==> config.mk <==
export PLATFORM = sky130hd
export DESIGN_NAME = rr_arbiter_4
export DESIGN_NICKNAME = d
export VERILOG_FILES = /design/src/rtl/arb_pkg.sv /design/src/rtl/rr_pick_4.sv /design/src/rtl/rr_arbiter_4.sv
export SDC_FILE = /design/constraint.sdc
export NUM_CORES = 1
export LEC_CHECK = 0
export ABC_CLOCK_PERIOD_IN_PS = 2400
export CORE_MARGIN = 2
export CORE_UTILIZATION = 47
export CTS_CLUSTER_SIZE = 10
export DETAILED_ROUTE_END_ITERATION = 6
export PLACE_DENSITY = 0.77
export SYNTH_ARGS = -nofsm -noshare
export SYNTH_HDL_FRONTEND = slang
export SYNTH_SLANG_ARGS = --single-unit
==> constraint.sdc <==
create_clock -name clk -period 2.4 [get_ports clk]
set_input_delay 0.48 -clock clk [delete_from_list [all_inputs] [get_ports clk]]
set_output_delay 0.48 -clock clk [all_outputs]
set_load 0.01 [all_outputs]
==> src/rtl/arb_pkg.sv <==
// Shared types and helpers for the four-requester arbiter.
package arb_pkg;

  localparam int N_REQ  = 4;
  localparam int ID_W   = 2;
  localparam int HOLD_W = 4;

  // Hold counter saturation value
  localparam logic [HOLD_W-1:0] HOLD_SAT = 4'd15;

  typedef enum logic {
    IDLE  = 1'b0,
    GRANT = 1'b1
  } arb_state_t;

  // Binary requester index to one-hot grant vector
  function automatic logic [N_REQ-1:0] id_to_onehot(input logic [ID_W-1:0] id);
    logic [N_REQ-1:0] oh;
    oh     = '0;
    oh[id] = 1'b1;
    return oh;
  endfunction

endpackage

==> src/rtl/rr_pick_4.sv <==
// Combinational rotating-priority picker. Candidates are scanned in the order
// last_id-1, last_id-2, last_id-3, last_id (mod 4), so the previous winner is
// always considered last. With rr_en low the base is pinned to 0, which gives
// the plain 3 > 2 > 1 > 0 encoder order.
module rr_pick_4
  import arb_pkg::*;
(
  input  logic [N_REQ-1:0] req,
  input  logic [ID_W-1:0]  last_id,
  input  logic             rr_en,
  output logic [ID_W-1:0]  win_id,
  output logic             win_valid
);

  logic [ID_W-1:0] base;
  logic [ID_W-1:0] cand;

  // Scan candidates in rotating order and keep the first one requesting
  always_comb begin
    base      = rr_en ? last_id : '0;
    cand      = '0;
    win_id    = '0;
    win_valid = 1'b0;
    for (int k = 1; k <= N_REQ; k++) begin
      cand = base - ID_W'(k);
      if (!win_valid && req[cand]) begin
        win_id    = cand;
        win_valid = 1'b1;
      end
    end
  end

endmodule

==> src/rtl/rr_arbiter_4.sv <==
// Four-requester arbiter with registered one-hot grant and a mandatory
// one-cycle bubble between owners. In round-robin mode a long-running owner
// is preempted after HOLD_MAX grant cycles if anybody else is waiting.
//
//   state | meaning
//   ------+------------------------------------------------------------
//   IDLE  | no grant driven; a pending request is granted on next edge
//   GRANT | gnt = onehot(last_id); leaves on release or preemption
module rr_arbiter_4
  import arb_pkg::*;
#(
  parameter bit RR_EN    = 1'b1,
  parameter int HOLD_MAX = 8
) (
  input  logic             clk,
  input  logic             rst_n,
  input  logic [N_REQ-1:0] req,
  output logic [N_REQ-1:0] gnt,
  output logic [ID_W-1:0]  gnt_id,
  output logic             gnt_valid
);

  // Terminal hold count: a grant entered with hold_cnt=0 has served
  // HOLD_MAX cycles when the counter reads HOLD_MAX-1.
  localparam logic [HOLD_W-1:0] HOLD_LAST = HOLD_W'(HOLD_MAX - 1);

  arb_state_t        state_q, state_d;
  logic [ID_W-1:0]   last_id_q, last_id_d;
  logic [HOLD_W-1:0] hold_cnt_q, hold_cnt_d;
  logic [N_REQ-1:0]  gnt_q, gnt_d;
  logic [ID_W-1:0]   gnt_id_q, gnt_id_d;
  logic              gnt_valid_q, gnt_valid_d;

  logic [ID_W-1:0]   win_id;
  logic              win_valid;
  logic [N_REQ-1:0]  owner_oh;
  logic              others_pending;
  logic              release_ev;
  logic              preempt_ev;

  rr_pick_4 u_pick (
    .req       (req),
    .last_id   (last_id_q),
    .rr_en     (RR_EN),
    .win_id    (win_id),
    .win_valid (win_valid)
  );

  // Exit conditions for the current owner; release wins ties, but both
  // lead to the same next state so no explicit ordering is needed.
  assign owner_oh       = id_to_onehot(last_id_q);
  assign others_pending = |(req & ~owner_oh);
  assign release_ev     = ~req[last_id_q];
  assign preempt_ev     = RR_EN && (hold_cnt_q == HOLD_LAST) && others_pending;

  // Next-state, pointer, hold counter and registered output values
  always_comb begin
    state_d     = state_q;
    last_id_d   = last_id_q;
    hold_cnt_d  = hold_cnt_q;
    gnt_d       = '0;
    gnt_id_d    = '0;
    gnt_valid_d = 1'b0;
    case (state_q)
      IDLE: begin
        if (win_valid) begin
          state_d     = GRANT;
          last_id_d   = win_id;
          hold_cnt_d  = '0;
          gnt_d       = id_to_onehot(win_id);
          gnt_id_d    = win_id;
          gnt_valid_d = 1'b1;
        end
      end
      GRANT: begin
        if (hold_cnt_q != HOLD_SAT) begin
          hold_cnt_d = hold_cnt_q + 1'b1;
        end
        if (release_ev || preempt_ev) begin
          state_d = IDLE;
        end else begin
          gnt_d       = owner_oh;
          gnt_id_d    = last_id_q;
          gnt_valid_d = 1'b1;
        end
      end
      default: begin
        state_d = IDLE;
      end
    endcase
  end

  // State and output registers; reset clears grant immediately
  always_ff @(posedge clk or negedge rst_n) begin
    if (!rst_n) begin
      state_q     <= IDLE;
      last_id_q   <= '0;
      hold_cnt_q  <= '0;
      gnt_q       <= '0;
      gnt_id_q    <= '0;
      gnt_valid_q <= 1'b0;
    end else begin
      state_q     <= state_d;
      last_id_q   <= last_id_d;
      hold_cnt_q  <= hold_cnt_d;
      gnt_q       <= gnt_d;
      gnt_id_q    <= gnt_id_d;
      gnt_valid_q <= gnt_valid_d;
    end
  end

  assign gnt       = gnt_q;
  assign gnt_id    = gnt_id_q;
  assign gnt_valid = gnt_valid_q;

endmodule
==> metrics.md, run 1 <==
| Metric | Value |
|---|---|
| TritonCTS Buffers | 3 |
| YS warnings | 0 |
| Post-Route WL | 1930 µm |
| Worst Tran Pin Value | 0.554 ns |
| Post-detailed-route count of antenna-violating nets | 0 |
| FP Rows | 16 |
| CP arrival | 2.31 ns |
| Required @ worst endpoint | 2.54 ns |
| Pre-antenna DRT Iters | 6 |
| Worst R2R Start | last_id_q[1] |
| ANT cells | 0 |
| Initial antenna violation count | 0 |
| Reg-to-reg endpoint | gnt[1] |
| Static Leak | 0.517 nW |
| Sink Count | 13 |
| Initial DRC Count | 23 |
| Post-synth EDFFs | 0 |
| Largest net degree at the start of global routing | 18 |
| Launch point of the worst path | req[3] |
| IO Port Bufs | 12 |
| Path type of the worst setup path | in2reg |
| Routed vias | approximately 790 |
| Placer Congestion | 0.867 |
| IO Count | 13 |
| Clock slew at reported path FFs | 0.08 ns |
| Most frequent cells in the layout | dfrtp_1 (13), clkdlybuf4s50_1 (12), buf_4 (10) |
| Sequential area share after synthesis | 35.2% |
| Worst-case hold path end point | hold_cnt_q[0] |
| Tcrit/Tclk final | between 90% and 100% |
| Total power | ~1.6 mW |
| Asr flop ratio synth | 100% |
| Area Growth Syn to Fin | 24.5% |
| Worst VDD drop | 0.794 mV |
| CTS root buffer | clkbuf_4 |
| Syn_area_per_cell | 10.0 µm² |
| Post-synthesis register bit count | 13 |
| Worst hold path class | reg2reg |
| Worst clock skew | about 0.0067 ns |
| RSZ-0062 raised after global routing | false |
| Final min period | around 2.2 ns |
| CTS tree | built |
| Die height | 48.3 µm |
| Post-Synthesis Net Count | around 100 |
| Post-cts sizing count | 0 |
| Worst reg2reg path depth | 7 |
| GR Util All Layers | 18.1% |
| Startpoint Class | input port |
| Hold_buf cts | 0 |
| Layout cell share with drive strength beyond 1 | 19.5% |
| Max-cap violations | 0 |
| Vias in the first global route | 774 |
| Final setup viols | 0 |
| Final Max Tran Viols | 0 |
| FF-to-FF setup slack | 0.25 ns |
| Crit path capture type | flip-flop |
| # Post-CTS Setup Buffers | 0 |
| Die area | 2340 µm² |
| Most common cell after layout, fill and taps aside | dfrtp_1 |
| Clk Latency, worst-skew pair | 0.27 ns |
| Pwr dens | 1390 nW/µm² |
| Initial Utilization | 48.6% |
| First-pass GRT wire length | 3330 µm |
| Crit path max fanout | 9 |
| Worst hold start | hold_cnt_q[0] |
| Core area | between 1500 and 2000 µm² |
| DIE WIDTH | between 40 and 50 µm |
| Outcome | finished, final reports clean |
| Mapped Cells | 92 |
| Peak Freq | 462 MHz |
| Worst hold stages | 1 |
| Global route overflow | 0 |
| Nets@finish | 125 |
| Post-synth top flop | dfrtp_1 |
| Yosys cell types | 39 |
| Residual DRC | 0 |
| Final hold vios | 0 |
| Htree depth | 1 |
| Via/cell ratio | 5.64 |
| Clk buf depth | 2 |
| Cell Area, Synth | about 900 µm² |
| Post-DP HPWL | 1540 µm |
| Routed len/inst | 13.8 µm |
| Worst slew margin | 63.0% |
| Layout Utilization | 60.5% |
==> report_power, final <==
part | switching [mW] | internal (mW)
sequential | 0.0627 | 0.312
clock | 0.0638 | 0.0642
combinational | 0.559 | 0.539
==> cells in the mapped netlist, drive strengths merged (2+ instances only) <==
library cell | count | area share (%)
a21o | 2 | 1.8
o2bb2ai | 2 | 1.9
buf | 4 | 2.7
nand2b | 4 | 2.7
inv | 6 | 2.4
mux2i | 3 | 3.3
o22ai | 2 | 1.4
nor2 | 5 | 2.0
mux4 | 4 | 9.8
nand2 | 8 | 3.3
nand3 | 7 | 3.8
dfrtp | 13 | 35
ha | 5 | 6.8
a32o | 3 | 3.3
mux2 | 2 | 2.4
o21ai | 4 | 2.2
==> flip-flops by register name, summed over array words and instances (netlist names) <==
name	flops
gnt_id	2
gnt	4
hold_cnt_q	4
gnt_valid	1
last_id_q	2
==> per-stage QoR <==
stage | std cells | hold WS [ns] | instance area, µm² | setup WS (ns) | setup TNS [ns]
detailed placement | 136 | 0.531 | 1120 | -0.0201 | -0.0462
floorplan | 92 | 0.184 | 928 | 0.0320 | 0
global placement | 136 | 0.515 | 1120 | 0.0393 | 0
CTS | 140 | 0.547 | 1150 | 0.241 | 0
finish | 140 | 0.553 | 1150 | 0.235 | 0
global route | 140 | 0.596 | 1150 | 0.133 | 0
==> worst max-delay path by stage <==
stage | to | cells past startpoint
6_report | gnt[2] | 6
5_1_grt | gnt[1] | 7
4_1_cts | gnt[1] | 7
3_5_place_dp | gnt[3] | 6
3_3_place_gp | gnt[1] | 6
2_1_floorplan | gnt[0] | 10
==> cell type report <==
| class | instances | area (µm²) |
|---|---|---|
| clock buffers | 4 | 26.3 |
| well taps | 27 | 33.8 |
| multi-input cells | 67 | 543 |
| repair buffers | 22 | 195 |
| flip-flops and latches | 13 | 325 |
| inverters | 7 | 26.3 |
| fillers | 161 | 752 |
==> cells by family (layout without fill, tap and decap cells) <==
logic type,count (synthesis),count (layout),synth area share [%]
compound gates,23,23,20.5
xor+xnor,1,1,0.949
fa+ha+maj,5,5,6.78
buf+inv,12,33,5.96
flops,13,13,35.2
mux,9,9,15.4
simple gates,29,29,15.2
==> worst max-delay path, stage by stage <==
cell and delay (ns):
clkdlybuf4s50_1 0.52, mux4_2 0.56, a21o_1 0.18, a221o_1 0.31, nand3b_1 0.15, o2bb2ai_1 0.10
==> layer usage <==
layer	global-route usage, %	routed length (µm)	vias to the layer above
li1	-	-	384
met1	21.5	860	384
met2	32.6	1010	21
met3	1.54	51	0
met4	9.52	0	0
met5	0	0	-
No activity file was read; power rests on OpenSTA's default activity.
==> run 2, diff against run 1 <==
ABC_AREA = 1   (was not set)
==> metrics.md, run 2 <==
| Metric | Value |
|---|---|
| Outcome | finished, final reports clean |
| Post-synthesis register bit count | 13 |
| RSZ-0062 raised after global routing | false |
| Combinational power share | between 60% and 70% |
| Post-synth EDFFs | 0 |
| Reg-to-reg endpoint | gnt_id[1] |
| ANT cells | 0 |
| Syn_area_per_cell | 7.37 µm² |
| Worst Tran Pin Value | 0.556 ns |
| Clock share of power | 7.8% |
| Final min period | 2.00 ns |
| CP endpoint | gnt_id[1] |
| Vias in the first global route | around 760 |
| Die area | 2330 µm² |
| Non-Filler Instances | 169 |
| Most common cell after layout, fill and taps aside | nand2_1 |
| FP Rows | 16 |
| Residual DRC | 0 |
| Clk Latency, worst-skew pair | 0.27 ns |
| Worst VDD drop | 0.686 mV |
| Post-Place Cells | around 170 |
| Most frequent cells in the layout | nand2_1 (38), inv_1 (15), nand3_1 (15) |
| Asr flop ratio synth | 100% |
| Initial antenna violation count | 0 |
| Pre-antenna DRT Iters | 4 |
| Crit path capture type | flip-flop |
| Static Leak | 0.599 nW |
| TritonCTS Buffers | 3 |
| Via/cell ratio | between 5 and 6 |
| Yosys top cell by area | dfrtp_1 |
| Core area | 1900 µm² |
| First-pass GRT wire length | 3050 µm |
| Worst R2R Start | last_id_q[1] |
| # Post-CTS Setup Buffers | 0 |
| Clk buf depth | 2 |
| Synth top area share | 35.3% |
| Setup ws final | 0.401 ns |
| Initial DRC Count | 9 |
| Largest net degree at the start of global routing | 14 |
| Crit path max fanout | 8 |
| Clock slew at reported path FFs | 0.07 ns |
| Hold_buf cts | 0 |
| Met2 Wirelength | 1010 µm |
| GR Util All Layers | approximately a fifth |
| Die height | roughly 48 µm |
| Final Max Tran Viols | 0 |
| Post-DP HPWL | approximately 1600 µm |
| Final setup viols | 0 |
| Yosys cell types | 19 |
| Wire length on met1 | 813 µm |
| Post-synth top flop | dfrtp_1 |
| Tcrit/Tclk final | 83.3% |
| Max-cap violations | 0 |
| Global route overflow | 0 |
| Startpoint Class | flip-flop |
| Sink Count | 13 |
| Worst slew margin | 62.8% |
| Post-detailed-route count of antenna-violating nets | 0 |
| Required @ worst endpoint | 2.58 ns |
| IO Count | 13 |
| Nets@finish | roughly 150 |
| Post-Route WL | 1930 µm |
| Most instantiated cells after synthesis | nand2_1 (38), inv_1 (15), nand3_1 (15) |
| Layout cell share with drive strength beyond 1 | between 15 and 20% |
| Sequential area share after synthesis | 35.3% |
| DP Worst Slack | 0.402 ns |
| DIE WIDTH | 48.3 µm |
| IO Port Bufs | 12 |
| Launch point of the worst path | last_id_q[1] |
| Post-Synthesis Net Count | between 100 and 150 |
| Multi-input logic area | 529 µm² |
| YS warnings | 0 |
| Fin Setup TNS | 0 ns |
| Seq pwr share | ~23% |
| Post-cts sizing count | 0 |
| Routed len/inst | 11.4 µm |
| Htree depth | 1 |
| Top sig layer | met4 |
| Switch share | 51.7% |
| P_int | 0.797 mW |
| Top post-synthesis cells by area | dfrtp_1 (35%), nand2_1 (15%), nand3_1 (8.2%) |
| Register area | 325 µm² |
| Peak Freq | 500 MHz |
| Pwr dens | 1490 nW/µm² |
| Final hold vios | 0 |
| Worst clock skew | about 0.0029 ns |
| Routed vias | 846 |
| CTS tree | built |
| Area Growth Syn to Fin | 20.4% |
| Worst hold path class | reg2reg |
| CP arrival | 2.18 ns |
| Worst reg2reg path depth | 10 |
| # fillers | 195 |
| FF-to-FF setup slack | 0.40 ns |
| Path type of the worst setup path | reg2reg |
| Met3 Wirelength | 42 µm |
| Cell Area, Synth | around 920 µm² |
| Placer Congestion | 0.866 |
| Initial Utilization | 48.4% |
| WHS | 0.544 ns |
| P_sw | around 0.85 mW |
| CTS root buffer | clkbuf_4 |
| Mapped Cells | 125 |
| Count leader, synth | nand2_1 |
## run 2: cell types whose count changed after synthesis, moves of 3 or more
cell / delta
nand4_1: +4
nand2b_1: -4
nand3_1: +8
a32o_1: -3
o21ai_2: +3
mux2i_1: -3
mux4_2: -4
inv_1: +10
nand2_1: +30
nand2_2: +11
## run 2: per-layer routing
metal	vias to the layer above	track usage, %
met5	-	0
met3	6	2.59
met4	0	14.1
li1	436	-
met2	23	33.7
met1	381	21.2
## run 2: power groups by stage
stage          registers [mW]  clock network [mW]  logic (mW)
5_1_grt                 0.384               0.144        1.28
3_5_place_dp            0.378                   0        1.14
3_3_place_gp            0.375                   0        1.12
6_report                0.375               0.129        1.15
2_1_floorplan           0.398                   0       0.823
4_1_cts                 0.375               0.139        1.15
## run 2: worst min path at each step
stage                     slack (ns)          start            end  depth (start not counted)
after floorplan                 0.18          rst_n         gnt[0]                          0
after global placement          0.52  hold_cnt_q[1]  hold_cnt_q[1]                          2
after detailed placement        0.53  hold_cnt_q[0]  hold_cnt_q[0]                          1
after CTS                       0.55  hold_cnt_q[0]  hold_cnt_q[0]                          1
after global routing            0.59  hold_cnt_q[0]  hold_cnt_q[0]                          1
final                           0.54  hold_cnt_q[0]  hold_cnt_q[0]                          1
## run 2: area by class of cell
type,instances,share of cell area (%)
clock buffers,4,2.37
inverters,17,5.98
flip-flops and latches,13,29.3
multi-input cells,95,47.7
repair buffers,13,11.5
well taps,27,3.05
## run 2: cell families (layout without fill, tap and decap cells)
logic type	after synthesis	after routing	synth area share, %
xor gates and xnor gates	1	1	0.951
adders and majority gates	5	5	6.79
AOI/OAI and AO/OA	12	12	8.56
buffers and inverters	17	34	7.20
and+or+nand+nor	77	77	41.2
DFF	13	13	35.3
## run 2: worst max-delay path, stage by stage, from the launching register on
cell	delay, ns
dfrtp_1	0.47
inv_1	0.19
ha_1	0.39
inv_1	0.10
nand2_2	0.09
nand2_2	0.07
nor2_4	0.16
nand4_1	0.10
nand2_1	0.14
nand2_1	0.09
o21ai_0	0.10
## run 2: per-stage QoR
stage               instance area [µm²]  utilization (%)  total power, mW
finish                             1110             58.3             1.65
global route                       1110             58.3             1.80
CTS                                1110             58.3             1.66
detailed placement                 1080             56.9             1.52
global placement                   1080             56.9             1.49
floorplan                           921                -             1.22
==> run 3, diff against run 2 <==
ABC_CLOCK_PERIOD_IN_PS = 2000   (was 2400)
CORE_UTILIZATION = 48   (was 47)
PLACE_DENSITY = 0.76   (was 0.77)
clock period = 2 ns   (was 2.4 ns; I/O delays follow)
==> metrics.md, run 3 (synthesized netlist as in run 2, its figures left out) <==
| Metric | Value |
|---|---|
| Worst Tran Pin Value | 0.558 ns |
| Slowest cell on crit path | dfrtp_1 |
| Fin Setup TNS | 0 ns |
| Non-Filler Instances | between 150 and 200 |
| Path type of the worst setup path | reg2reg |
| CTS root buffer | clkbuf_4 |
| CTS tree | built |
| Worst VDD drop | 0.859 mV |
| Most frequent CP cell | nand2_2 |
| RSZ-0062 raised after global routing | false |
| Startpoint Class | flip-flop |
| Initial DRC Count | 34 |
| Sink Count | 13 |
| Worst hold path class | in2async |
| Final setup viols | 0 |
| Largest net degree at the start of global routing | 14 |
| First-pass GRT wire length | 3220 µm |
| Final hold vios | 0 |
| Worst slew margin | 62.4% |
| DIE WIDTH | 47.8 µm |
| Critical path's top delay family | simple AND/OR/NAND/NOR gates |
| Crit path capture type | flip-flop |
| ANT cells | 0 |
| Peak Freq | around 570 MHz |
| Pwr dens | 1780 nW/µm² |
| GR Util All Layers | about a fifth |
| Post-Route WL | 1860 µm |
| CP arrival | 1.92 ns |
| Final Max Tran Viols | 0 |
| Residual DRC | 0 |
| Worst clock skew | 0.00241 ns |
| Hold_buf cts | 0 |
| Routed vias | 870 |
| Tcrit/Tclk final | around 87% |
| Required @ worst endpoint | 2.17 ns |
| Placer Congestion | approximately 0.88 |
| Post-cts sizing count | 0 |
| Vias in the first global route | ~750 |
| Most common cell after layout, fill and taps aside | nand2_1 |
| IO Count | 13 |
| FF-to-FF setup slack | 0.26 ns |
| Core area | about 1800 µm² |
| Crit path largest cell delay | ~0.42 ns |
| Wire length on met1 | 861 µm |
| Post-Place Cells | 166 |
| Die area | between 2000 and 2500 µm² |
| Via/cell ratio | a little over 5 |
| Clk buf depth | 2 |
| Static Leak | roughly 0.61 nW |
| Die height | 47.8 µm |
| Global route overflow | 0 |
| FP Rows | 15 |
| Routed len/inst | 10.9 µm |
| Initial Utilization | 52.2% |
| Final min period | between 1.5 and 2 ns |
| Initial antenna violation count | 0 |
| Most frequent cells in the layout | nand2_1 (38), inv_1 (15), nand3_1 (15) |
| Outcome | finished, final reports clean |
| Clock slew at reported path FFs | 0.08 ns |
| Met3 Wirelength | 100 µm |
| Worst R2R Start | last_id_q[0] |
| Area Growth Syn to Fin | 22.6% |
| Crit path max fanout | 5 |
| Pre-antenna DRT Iters | 4 |
| Critical Path, Cell by Cell | inv_4, ha_1, inv_1, nand2_2, nand2_2, nor2_4, nand3b_4, nand2_2, nand2_2, nand2_2, o21ai_2 |
| IO Port Bufs | 12 |
| Htree depth | 1 |
| Post-DP HPWL | 1540 µm |
| Top sig layer | met4 |
| Reg-to-reg endpoint | gnt_id[0] |
| TritonCTS Buffers | 3 |
| Layout Utilization | 64.0% |
| Clk Latency, worst-skew pair | roughly 0.28 ns |
| Total power | 2.01 mW |
| Worst reg2reg path depth | 11 |
| Buffers and inverters on the worst path | 2 |
| Layout cell share with drive strength beyond 1 | approximately a fifth |
| # Post-CTS Setup Buffers | 0 |
| # fillers | 158 |
| Max-cap violations | 0 |
| Nets@finish | 157 |
| Met2 Wirelength | 838 µm |
| Post-detailed-route count of antenna-violating nets | 0 |
==> run 3: worst reg2reg max path, delay by kind of cell (launching register included) <==
kind	cells	cell delay, ns
AO/OA/AOI/OAI	1	0.06
adder cells (fa/ha/maj)	1	0.36
buffers and inverters	2	0.14
flip-flops	1	0.42
AND/OR/NAND/NOR	7	0.66
==> run 3: per-stage QoR <==
stage	hold WS [ns]	setup WS (ns)	area [µm²]
after floorplan	0.104	0.238	921
after global placement	0.521	0.158	1100
after detailed placement	0.540	0.0970	1100
after CTS	0.501	0.244	1130
after global routing	0.543	0.120	1130
final	0.476	0.256	1130
==> run 3: metal layers <==
metal | vias up | GRT usage [%]
li1 | 443 | -
met1 | 388 | 27.8
met2 | 34 | 31.2
met3 | 5 | 3.40
met4 | 0 | 13.0
met5 | - | 0
==> run 3: cell type report <==
class | instances | area, µm² | area share (%)
clock buffers | 4 | 26.3 | 2.33
repair buffers | 16 | 150 | 13.3
multi-input cells | 95 | 529 | 46.9
well taps | 25 | 31.3 | 2.77
flip-flops and latches | 13 | 325 | 28.8
inverters | 17 | 66.3 | 5.88
==> run 3: where the power goes <==
| part | leakage [nW] | internal, mW | switching [mW] |
|---|---|---|---|
| clock | 0.0150 | 0.0776 | 0.0887 |
| combinational | 0.432 | 0.543 | 0.862 |
| sequential | 0.167 | 0.371 | 0.0667 |
==> run 3: worst max-delay path by stage <==
| stage | from | end | slack, ns | cells after the start |
|---|---|---|---|---|
| floorplan | last_id_q[0] | gnt_id[0] | 0.24 | 11 |
| global placement | req[0] | gnt_id[1] | 0.16 | 10 |
| detailed placement | req[0] | gnt_id[0] | 0.1 | 11 |
| CTS | last_id_q[0] | gnt_id[0] | 0.24 | 11 |
| global route | last_id_q[0] | gnt[1] | 0.12 | 12 |
| finish | last_id_q[0] | gnt_id[0] | 0.26 | 11 |
